===== config.mk =====
export PLATFORM = sky130hd
export DESIGN_NAME = dac_spi_sequencer
export DESIGN_NICKNAME = d
export VERILOG_FILES = /design/src/rtl/dac_spi_sequencer.sv
export SDC_FILE = /design/constraint.sdc
export NUM_CORES = 1
export LEC_CHECK = 0
export ABC_AREA = 1
export CAP_MARGIN = 20
export CORE_MARGIN = 1.5
export CORE_UTILIZATION = 55
export DETAILED_ROUTE_END_ITERATION = 16
export PLACE_DENSITY = 0.77
export SYNTH_ARGS = -nofsm -noshare
export SYNTH_HDL_FRONTEND = slang
export SYNTH_SLANG_ARGS = --single-unit

===== constraint.sdc =====
create_clock -name clk -period 3.07 [get_ports clk]
set_clock_uncertainty 0.1 [all_clocks]
set_input_delay 0.614 -clock clk [delete_from_list [all_inputs] [get_ports clk]]
set_output_delay 0.614 -clock clk [all_outputs]
set_load 0.02 [all_outputs]

===== src/rtl/dac_spi_sequencer.sv =====
// Sequences both DAC channel words over one SPI link (frame A, frame B, then LDAC); DAC_LDAC_EN enables the LDAC strobe.
// Latency: cs_n falls two edges after the strobe edge; full sequence is 2+64*CLK_DIV+2*CS_GAP(+LDAC_WIDTH) cycles.
// Backpressure: none; a strobe while busy is dropped and flagged on the sticky overrun output.
module dac_spi_sequencer #(
    parameter int CLK_DIV    = 4,
    parameter int CS_GAP     = 2,
    parameter int LDAC_WIDTH = 2
) (
    input  logic        clk,
    input  logic        reset,
    input  logic        clk_sampling,
    input  logic        enableA,
    input  logic        enableB,
    input  logic [11:0] dacA_word,
    input  logic [11:0] dacB_word,
    input  logic        clr_overrun,
    output logic        spi_cs_n,
    output logic        spi_sck,
    output logic        spi_mosi,
    output logic        ldac_n,
    output logic        busy,
    output logic        overrun,
    output logic        seq_done
);

    typedef enum logic [2:0] {
        IDLE,
        LOAD,
        FRAME_A,
        GAP_A,
        FRAME_B,
        GAP_B,
        LDAC,
        DONE
    } state_t;

    state_t      state;
    state_t      state_nxt;
    logic [15:0] frame_a;
    logic [15:0] frame_b;
    logic [15:0] shreg;
    logic [7:0]  div_cnt;
    logic [3:0]  bit_cnt;
    logic [15:0] cnt;
    logic        sck_q;
    logic        overrun_q;
    logic        in_frame;
    logic        div_end;
    logic        last_fall;
    logic        gap_end;
    logic        ldac_end;
    logic        start_frame;

    assign in_frame    = (state == FRAME_A) || (state == FRAME_B);
    assign div_end     = (div_cnt == 8'(CLK_DIV - 1));
    assign last_fall   = in_frame && div_end && sck_q && (bit_cnt == 4'd15);
    assign gap_end     = (cnt == 16'(CS_GAP - 1));
    assign ldac_end    = (cnt == 16'(LDAC_WIDTH - 1));
    assign start_frame = (state == LOAD) || ((state == GAP_A) && gap_end);

    always_ff @(posedge clk or posedge reset) begin
        if (reset) begin
            state <= IDLE;
        end else begin
            state <= state_nxt;
        end
    end

    always_comb begin
        state_nxt = state;
        case (state)
            IDLE:    if (clk_sampling) state_nxt = LOAD;
            LOAD:    state_nxt = FRAME_A;
            FRAME_A: if (last_fall) state_nxt = GAP_A;
            GAP_A:   if (gap_end) state_nxt = FRAME_B;
            FRAME_B: if (last_fall) state_nxt = GAP_B;
`ifdef DAC_LDAC_EN
            GAP_B:   if (gap_end) state_nxt = LDAC;
`else
            GAP_B:   if (gap_end) state_nxt = DONE;
`endif
            LDAC:    if (ldac_end) state_nxt = DONE;
            DONE:    state_nxt = IDLE;
            default: state_nxt = IDLE;
        endcase
    end

    // Words and enables are frozen at the strobe; later input changes never reach the wire.
    always_ff @(posedge clk or posedge reset) begin
        if (reset) begin
            frame_a <= 16'h0000;
            frame_b <= 16'h0000;
        end else if ((state == IDLE) && clk_sampling) begin
            frame_a <= {1'b0, 1'b0, 1'b1, enableA, dacA_word};
            frame_b <= {1'b1, 1'b0, 1'b1, enableB, dacB_word};
        end
    end

    always_ff @(posedge clk or posedge reset) begin
        if (reset) begin
            overrun_q <= 1'b0;
        end else if ((state != IDLE) && clk_sampling) begin
            overrun_q <= 1'b1;
        end else if (clr_overrun) begin
            overrun_q <= 1'b0;
        end
    end

    always_ff @(posedge clk or posedge reset) begin
        if (reset) begin
            cnt <= 16'h0000;
        end else if (state_nxt != state) begin
            cnt <= 16'h0000;
        end else if ((state == GAP_A) || (state == GAP_B) || (state == LDAC)) begin
            cnt <= cnt + 16'h0001;
        end
    end

    // Each SCK half-period is CLK_DIV cycles; mosi shifts on the falling edge so it is
    // stable for a full half-period before the DAC samples it on the rise.
    always_ff @(posedge clk or posedge reset) begin
        if (reset) begin
            shreg   <= 16'h0000;
            div_cnt <= 8'h00;
            bit_cnt <= 4'h0;
            sck_q   <= 1'b0;
        end else if (start_frame) begin
            shreg   <= (state == LOAD) ? frame_a : frame_b;
            div_cnt <= 8'h00;
            bit_cnt <= 4'h0;
            sck_q   <= 1'b0;
        end else if (in_frame) begin
            if (div_end) begin
                div_cnt <= 8'h00;
                if (!sck_q) begin
                    sck_q <= 1'b1;
                end else begin
                    sck_q   <= 1'b0;
                    shreg   <= {shreg[14:0], 1'b0};
                    bit_cnt <= bit_cnt + 4'd1;
                end
            end else begin
                div_cnt <= div_cnt + 8'h01;
            end
        end
    end

    assign busy     = (state != IDLE);
    assign spi_cs_n = !in_frame;
    assign spi_sck  = sck_q;
    assign spi_mosi = in_frame && shreg[15];
    assign seq_done = (state == DONE);
    assign overrun  = overrun_q;

`ifdef DAC_LDAC_EN
    assign ldac_n = (state != LDAC);
`else
    // Without LDAC the DAC updates each channel on its own cs_n rise.
    assign ldac_n = 1'b0;
`endif

endmodule


# == Word-level counts from Yosys, hierarchy flattened ==
# Index checks and enable logic that the tools add are counted.
# op_classes
addsub,3
eq_ne,11
muxes,26
n_reduce_logical,22
# ops
op,count
$mux 16,7
$mux 8,3
$pmux 3 s7,1
$add 16x1->16 const B,1
$eq 16x1->1 const B,1
$mux 4,4
$mux 3,5
$eq 3x3->1 const B,4
$reduce_bool 2->1,5
$add 8x1->8 const B,1
$eq 8x2->1 const B,1
$logic_and 1x1->1,7
$eq 3x2->1 const B,2
$mux 1,6
$add 4x1->4 const B,1
$eq 4x4->1 const B,1
$logic_or 1x1->1,4
$eq 3x1->1 const B,1
$logic_not 3->1,1
$ne 3x3->1,1
$reduce_and 3->1,1
$reduce_bool 3->1,1
$reduce_and 2->1,1
$reduce_or 2->1,1
$logic_not 1->1,1
# word_totals
ff_bits,77
input_bits,30
elab_cells,71

# == Logic depth before layout (Yosys ltp) ==
# Gate-level depths: netlist of run 1.
# logic_depth
ltp_word,9
ltp_mapped,13
ltp_nobuf,12

# == Worst setup path before layout of run 1 ==
# OpenSTA, ideal clock, no wires.
# synth_timing
path_kind,register -> output
start,register state[0]
end,output port spi_mosi
arrival_time_ns,1.112
t_required_ns,2.356
path_slack_ns,1.244
stages_incl_launch_ff,5
cell_sequence,dfrtp_1 > buf_2 > inv_1 > nand3_4 > nor2_1
# synth_between
elab_chain_len,3
elab_cells_between_ends,4
cone_classes,eq/ne (2); reduce/logical (2)
# synth_rtl
element,line,text
"start, declared",37,state_t state;
"start signal, assigned",65,state <= state_nxt;
$eq 3x2->1 / $eq 3x3->1 (equally long branches),54,assign in_frame = (state == FRAME_A) || (state == FRAME_B);
$logic_or 1x1->1 *,54,
$logic_and 1x1->1 *,151,assign spi_mosi = in_frame && shreg[15];
"end, declared",19,"output logic spi_mosi,"
# Mark *: on every way between the ends. The rest lies on a longest branch, timed or not.

# == Worst setup path in the final report of run 1 ==
# Ends and elaborated chain as after synthesis.

==> metrics.yaml, run 1 <==
route:
  drt-initial-drc-count: 126
  vias: 3230
  antenna_left: 0
  wl_um: 7580
  drc: 0
  viasPerCell: 5.05
  routedWlPerCell_um: 11.9
  firstDrtPassIters: 4
timing:
  setup_violations: 0
  maxSlewViolCount: 0
  tns_ns: 0
  max_freq_mhz: 386
  rsz0062_at_grt: "false"
  layout_setup_ws_ns: 0.477
  fin_hold_ws_ns: 0.370
  fin_crit_ns: 2.59
  finalCritPeriodShare: 0.845
  hold_violations: 0
die:
  coreArea_um2: 7180
  row_count: 31
  floorplan.initialDensity: 0.563
  num_io_pins: 37
  die_h_um: 88.7
  die_w_um: 88.7
  dieArea_um2: 7870
placed_design:
  pre_cts_slack_ns: 0.699
  numPortBuffers: 35
  gp_congestion: 0.933
  dpl_cell_area_um2: 4410
  place_hpwl_um: 5220
setup_path:
  critical_path.reg2reg.startpoint: "state[2]"
  start_kind: "register"
  critPathKind: "reg -> out"
  rrSetupSlack_ns: 0.88
  reg2reg_to: "spi_sck"
  critPathMaxFanout: 8
  arrival_ns: 1.88
  ff2ff_path_depth: 9
  required_ns: 2.36
  cp-end-kind: "primary output"
hold_path:
  hold_end: "frame_b[13]"
  hold_path.class: "reg -> reg"
  hold_depth: 2
  hold_start: "frame_b[13]"
final_layout:
  layout_commonest_cell: "nand2_1"
  fillers: 635
  final_area_um2: 4630
  fin_nets: 569
  layout_common_cells: "nand2_1 (117), dfrtp_1 (76), inv_1 (61)"
  drive_above_1_share: 0.117
  areaGrowthSynthToFinish_pct: 14.6
  utilization: 0.645
  n_antenna_cell: 0
power_and_ir_drop:
  pwr-share-seq: 0.544
  p_comb_frac: 0.035
  p_leak_nw: 2.24
  power_density_nw_per_um2: 398
  power_frac_clock: 0.421
  swShare: 0.219
  vdd_ir_drop_max_uv: 195
  power_switching_mw: 0.403
  power.internal_mw: 1.44
synthesis:
  syn_area_um2: 4040
  syn_inst: 505
  postSynthAreaPerCell_um2: 8.00
  syn_nets: 539
  synth_cell_types: 31
  yosysWarnings: 0
  synth_seq_cells: 76
  seq_area_frac_synth: 0.471
cts:
  cts_hold_buf: 0
  insertion_delay_ns: 0.35
  cts_buffer_depth: 2
  cts_tree: "built"
  numCtsBuffers: 9
  h-tree-depth: 3
  post_cts_resized: 0
  post_cts_buffers: 0
  clk_pin_slew_ns: 0.07
  clockRootBuffer: "clkbuf_8"
  cts_sinks: 76
outcome:
  status: "complete, no violations"
grt:
  grt_pass1_vias: 3068
  grt.total_usage: 0.214
  antenna_found_initial: 0
  grt_max_degree: 77
  grt_pass1_wl_um: 13100
  grt_overflow: 0
flow_run:
  max-cap-violations: 0
## cell usage after synthesis, drive strengths merged
| cell | number | area [um^2] |
|---|---|---|
| a21o | 1 | 7.51 |
| mux2 | 13 | 146 |
| nor2 | 73 | 314 |
| dfrtp | 76 | 1900 |
| ha | 4 | 50.1 |
| inv | 67 | 254 |
| o21ai | 51 | 259 |
| o22ai | 1 | 6.26 |
| xor2 | 10 | 87.6 |
| conb | 1 | 3.75 |
| nand3 | 28 | 168 |
| nand2 | 122 | 480 |
| buf | 17 | 130 |
| nand4 | 15 | 93.8 |
| xnor2 | 3 | 26.3 |
| a21oi | 18 | 90.1 |
| nor3 | 2 | 10.0 |
| clkbuf | 3 | 11.3 |
## routing by layer
layer,track usage,vias up,wire [um],share of wire
met5,0,-,0,0
met4,0.108,0,153,0.020
met3,0.0326,15,208,0.027
met2,0.353,56,3660,0.48
met1,0.274,1510,3560,0.47
li1,-,1649,-,-
## critical path, cell delays in order, from the launching register on
cell and delay (ns):
dfrtp_1 0.46, inv_1 0.19, nand3_4 0.16, nor2_1 0.12, clkdlybuf4s50_1 0.61
## registers in the layout, summed over array words and instances, names as in the netlist
signal / flops
bit_cnt: 4
cnt: 16
div_cnt: 8
frame_a: 13
frame_b: 14
overrun: 1
shreg: 16
spi_sck: 1
state: 3
## cell type report
class	instances	area [um^2]	share of cell area
sequential	76	1900	0.411
multi-input combinational	342	1750	0.378
timing repair buffer	39	400	0.0865
inverter	67	254	0.0549
clock buffer	11	141	0.0305
tap	99	124	0.0268
clock inverter	5	58.8	0.0127
## metrics by stage
stage / std cells / power [mW]
after global routing: 639 / 1.91
final: 639 / 1.84
after CTS: 638 / 1.86
after detailed placement: 622 / 1.09
after floorplan: 505 / 1.04
after global placement: 622 / 1.09
## worst max-delay path by stage
| stage | cells after the start | start | end |
|---|---|---|---|
| floorplan | 1 | reset | bit_cnt[0] |
| global placement | 8 | div_cnt[0] | spi_sck |
| detailed placement | 8 | state[2] | spi_sck |
| CTS | 4 | state[0] | spi_mosi |
| global route | 4 | state[0] | spi_mosi |
| finish | 4 | state[0] | spi_mosi |
## power groups by stage
stage / clock network [mW] / registers (mW) / logic (mW)
2_1_floorplan: 0 / 1.02 / 0.0177
3_3_place_gp: 0 / 1.02 / 0.0657
3_5_place_dp: 0 / 1.02 / 0.0661
4_1_cts: 0.797 / 1.00 / 0.0661
5_1_grt: 0.836 / 1.00 / 0.0716
6_report: 0.775 / 1.00 / 0.0636
## kinds of logic (layout without fill, tap and decap cells)
group                    count (synthesis)  in the layout  synth area share
AO/OA/AOI/OAI                           71             71            0.0898
XOR/XNOR                                13             13            0.0282
adder cells (fa/ha/maj)                  4              4            0.0124
buffers and inverters                   87            122            0.0979
flip-flops                              76             76             0.471
multiplexers                            13             13            0.0362
other                                    1              1          0.000928
AND/OR/NAND/NOR                        240            240             0.264
(Power assumes the default switching activity.)
==> run 2, diff against run 1 <==
==> constraint.sdc (replaced) <==
create_clock -name clk -period 2.5 [get_ports clk]
set_clock_uncertainty 0.1 [all_clocks]
set_input_delay 0.5 -clock clk [delete_from_list [all_inputs] [get_ports clk]]
set_output_delay 0.5 -clock clk [all_outputs]
set_load 0.02 [all_outputs]
==> metrics.yaml, run 2 (same netlist as run 1, synthesis figures left out) <==
final_layout:
  fin_nets: 571
  seq_area_um2: 1900
  n_antenna_cell: 0
  fin_cells: 641
  layout_commonest_cell: "nand2_1"
  drive_above_1_share: 0.122
  layout_common_cells: "nand2_1 (117), dfrtp_1 (76), inv_1 (61)"
  multi_input_area_um2: 1750
  areaGrowthSynthToFinish_pct: 15.5
  utilization: 0.650
  top_regs: "cnt: 16 flops, shreg: 16 flops, frame_b: 14 flops"
  fillers: 598
grt:
  grt.total_usage: 0.213
  grt_max_degree: 41
  antenna_found_initial: 0
  grt_pass1_wl_um: 13100
  grt_overflow: 0
  grt_pass1_vias: 3018
route:
  vias: 3220
  firstDrtPassIters: 5
  wl_um: 7420
  drt-initial-drc-count: 179
  antenna_left: 0
  routedWlPerCell_um: 11.6
  viasPerCell: 5.02
  drc: 0
placed_design:
  pre_cts_slack_ns: 0.410
  dp.cells: 625
  numPortBuffers: 35
  gp_congestion: 0.903
  place_hpwl_um: 5290
setup_path:
  cp-end-kind: "primary output"
  arrival_ns: 1.79
  ff2ff_path_depth: 10
  reg2reg_to: "shreg[8]"
  rrSetupSlack_ns: 0.43
  critPathMaxFanout: 6
  required_ns: 1.90
  critPathKind: "reg -> out"
  start_kind: "register"
  critical_path.reg2reg.startpoint: "cnt[1]"
timing:
  maxSlewViolCount: 0
  finalCritPeriodShare: 0.958
  slew_headroom: 0.664
  hold_violations: 0
  layout_setup_ws_ns: 0.105
  fin_hold_ws_ns: 0.366
  setup_violations: 0
  worstMarginPinSlew_ns: 0.503
  fin_crit_ns: 2.39
  rsz0062_at_grt: "false"
  tns_ns: 0
  max_freq_mhz: 418
cts:
  h-tree-depth: 3
  post_cts_buffers: 0
  cts_tree: "built"
  cts_sinks: 76
  numCtsBuffers: 9
  clk_pin_slew_ns: 0.08
  clockRootBuffer: "clkbuf_8"
  post_cts_resized: 0
  cts_hold_buf: 0
  insertion_delay_ns: 0.34
  cts_buffer_depth: 2
hold_path:
  hold_end: "frame_b[13]"
  hold_start: "frame_b[13]"
  hold_path.class: "reg -> reg"
  hold_depth: 2
outcome:
  status: "complete, no violations"
power_and_ir_drop:
  vdd_ir_drop_max_uv: 271
  p_leak_nw: 2.26
  power_density_nw_per_um2: 498
die:
  num_io_pins: 37
  row_count: 31
  floorplan.initialDensity: 0.563
  coreArea_um2: 7180
  die_h_um: 88.7
  dieArea_um2: 7870
  die_w_um: 88.7
flow_run:
  max-cap-violations: 0
run 2: changes by cell type in the layout (fill, tap and decap cells not counted), sizes merged:
cell / delta
inv: -1
clkinv: +3
clkinvlp: -1
clkbuf: -2
dlymetal6s2s: +1
bufinv: +1
clkdlybuf4s50: -1
buf: +2
run 2: how the worst max path moves through the flow:
| stage | endpoint | start |
|---|---|---|
| finish | busy | state[1] |
| global route | busy | state[1] |
| CTS | spi_mosi | state[0] |
| detailed placement | spi_mosi | state[0] |
| global placement | spi_mosi | state[0] |
| floorplan | cnt[6] | state[0] |
run 2: area by class of cell:
class	count	share of cell area
clock buffers	9	0.0265
multi-input cells	342	0.375
inverters	67	0.0552
clock inverters	7	0.0190
well taps	99	0.0265
flip-flops and latches	76	0.408
repair buffers	41	0.0906
run 2: critical path, stage by stage (launching register included):
cell and delay, ns:
dfrtp_1 0.47, nor2_1 0.29, nand2_1 0.15, clkdlybuf4s50_1 0.56
run 2: routing by layer:
| layer | share of wire | routed length [um] | GRT usage |
|---|---|---|---|
| met5 | 0 | 0 | 0 |
| met4 | 0.017 | 125 | 0.101 |
| met3 | 0.032 | 235 | 0.0317 |
| met2 | 0.48 | 3540 | 0.353 |
| met1 | 0.47 | 3520 | 0.275 |
run 2: power breakdown:
part	switching, mW	total, mW	internal, mW
sequential	0.000547	1.23	1.23
combinational	0.0345	0.0806	0.0461
clock	0.454	1.01	0.559
total	0.489	2.32	1.83
run 2: stage by stage:
stage | power [mW] | instance area [um^2]
floorplan | 1.28 | 4040
global placement | 1.34 | 4450
detailed placement | 1.34 | 4450
CTS | 2.35 | 4660
global route | 2.42 | 4670
finish | 2.32 | 4670
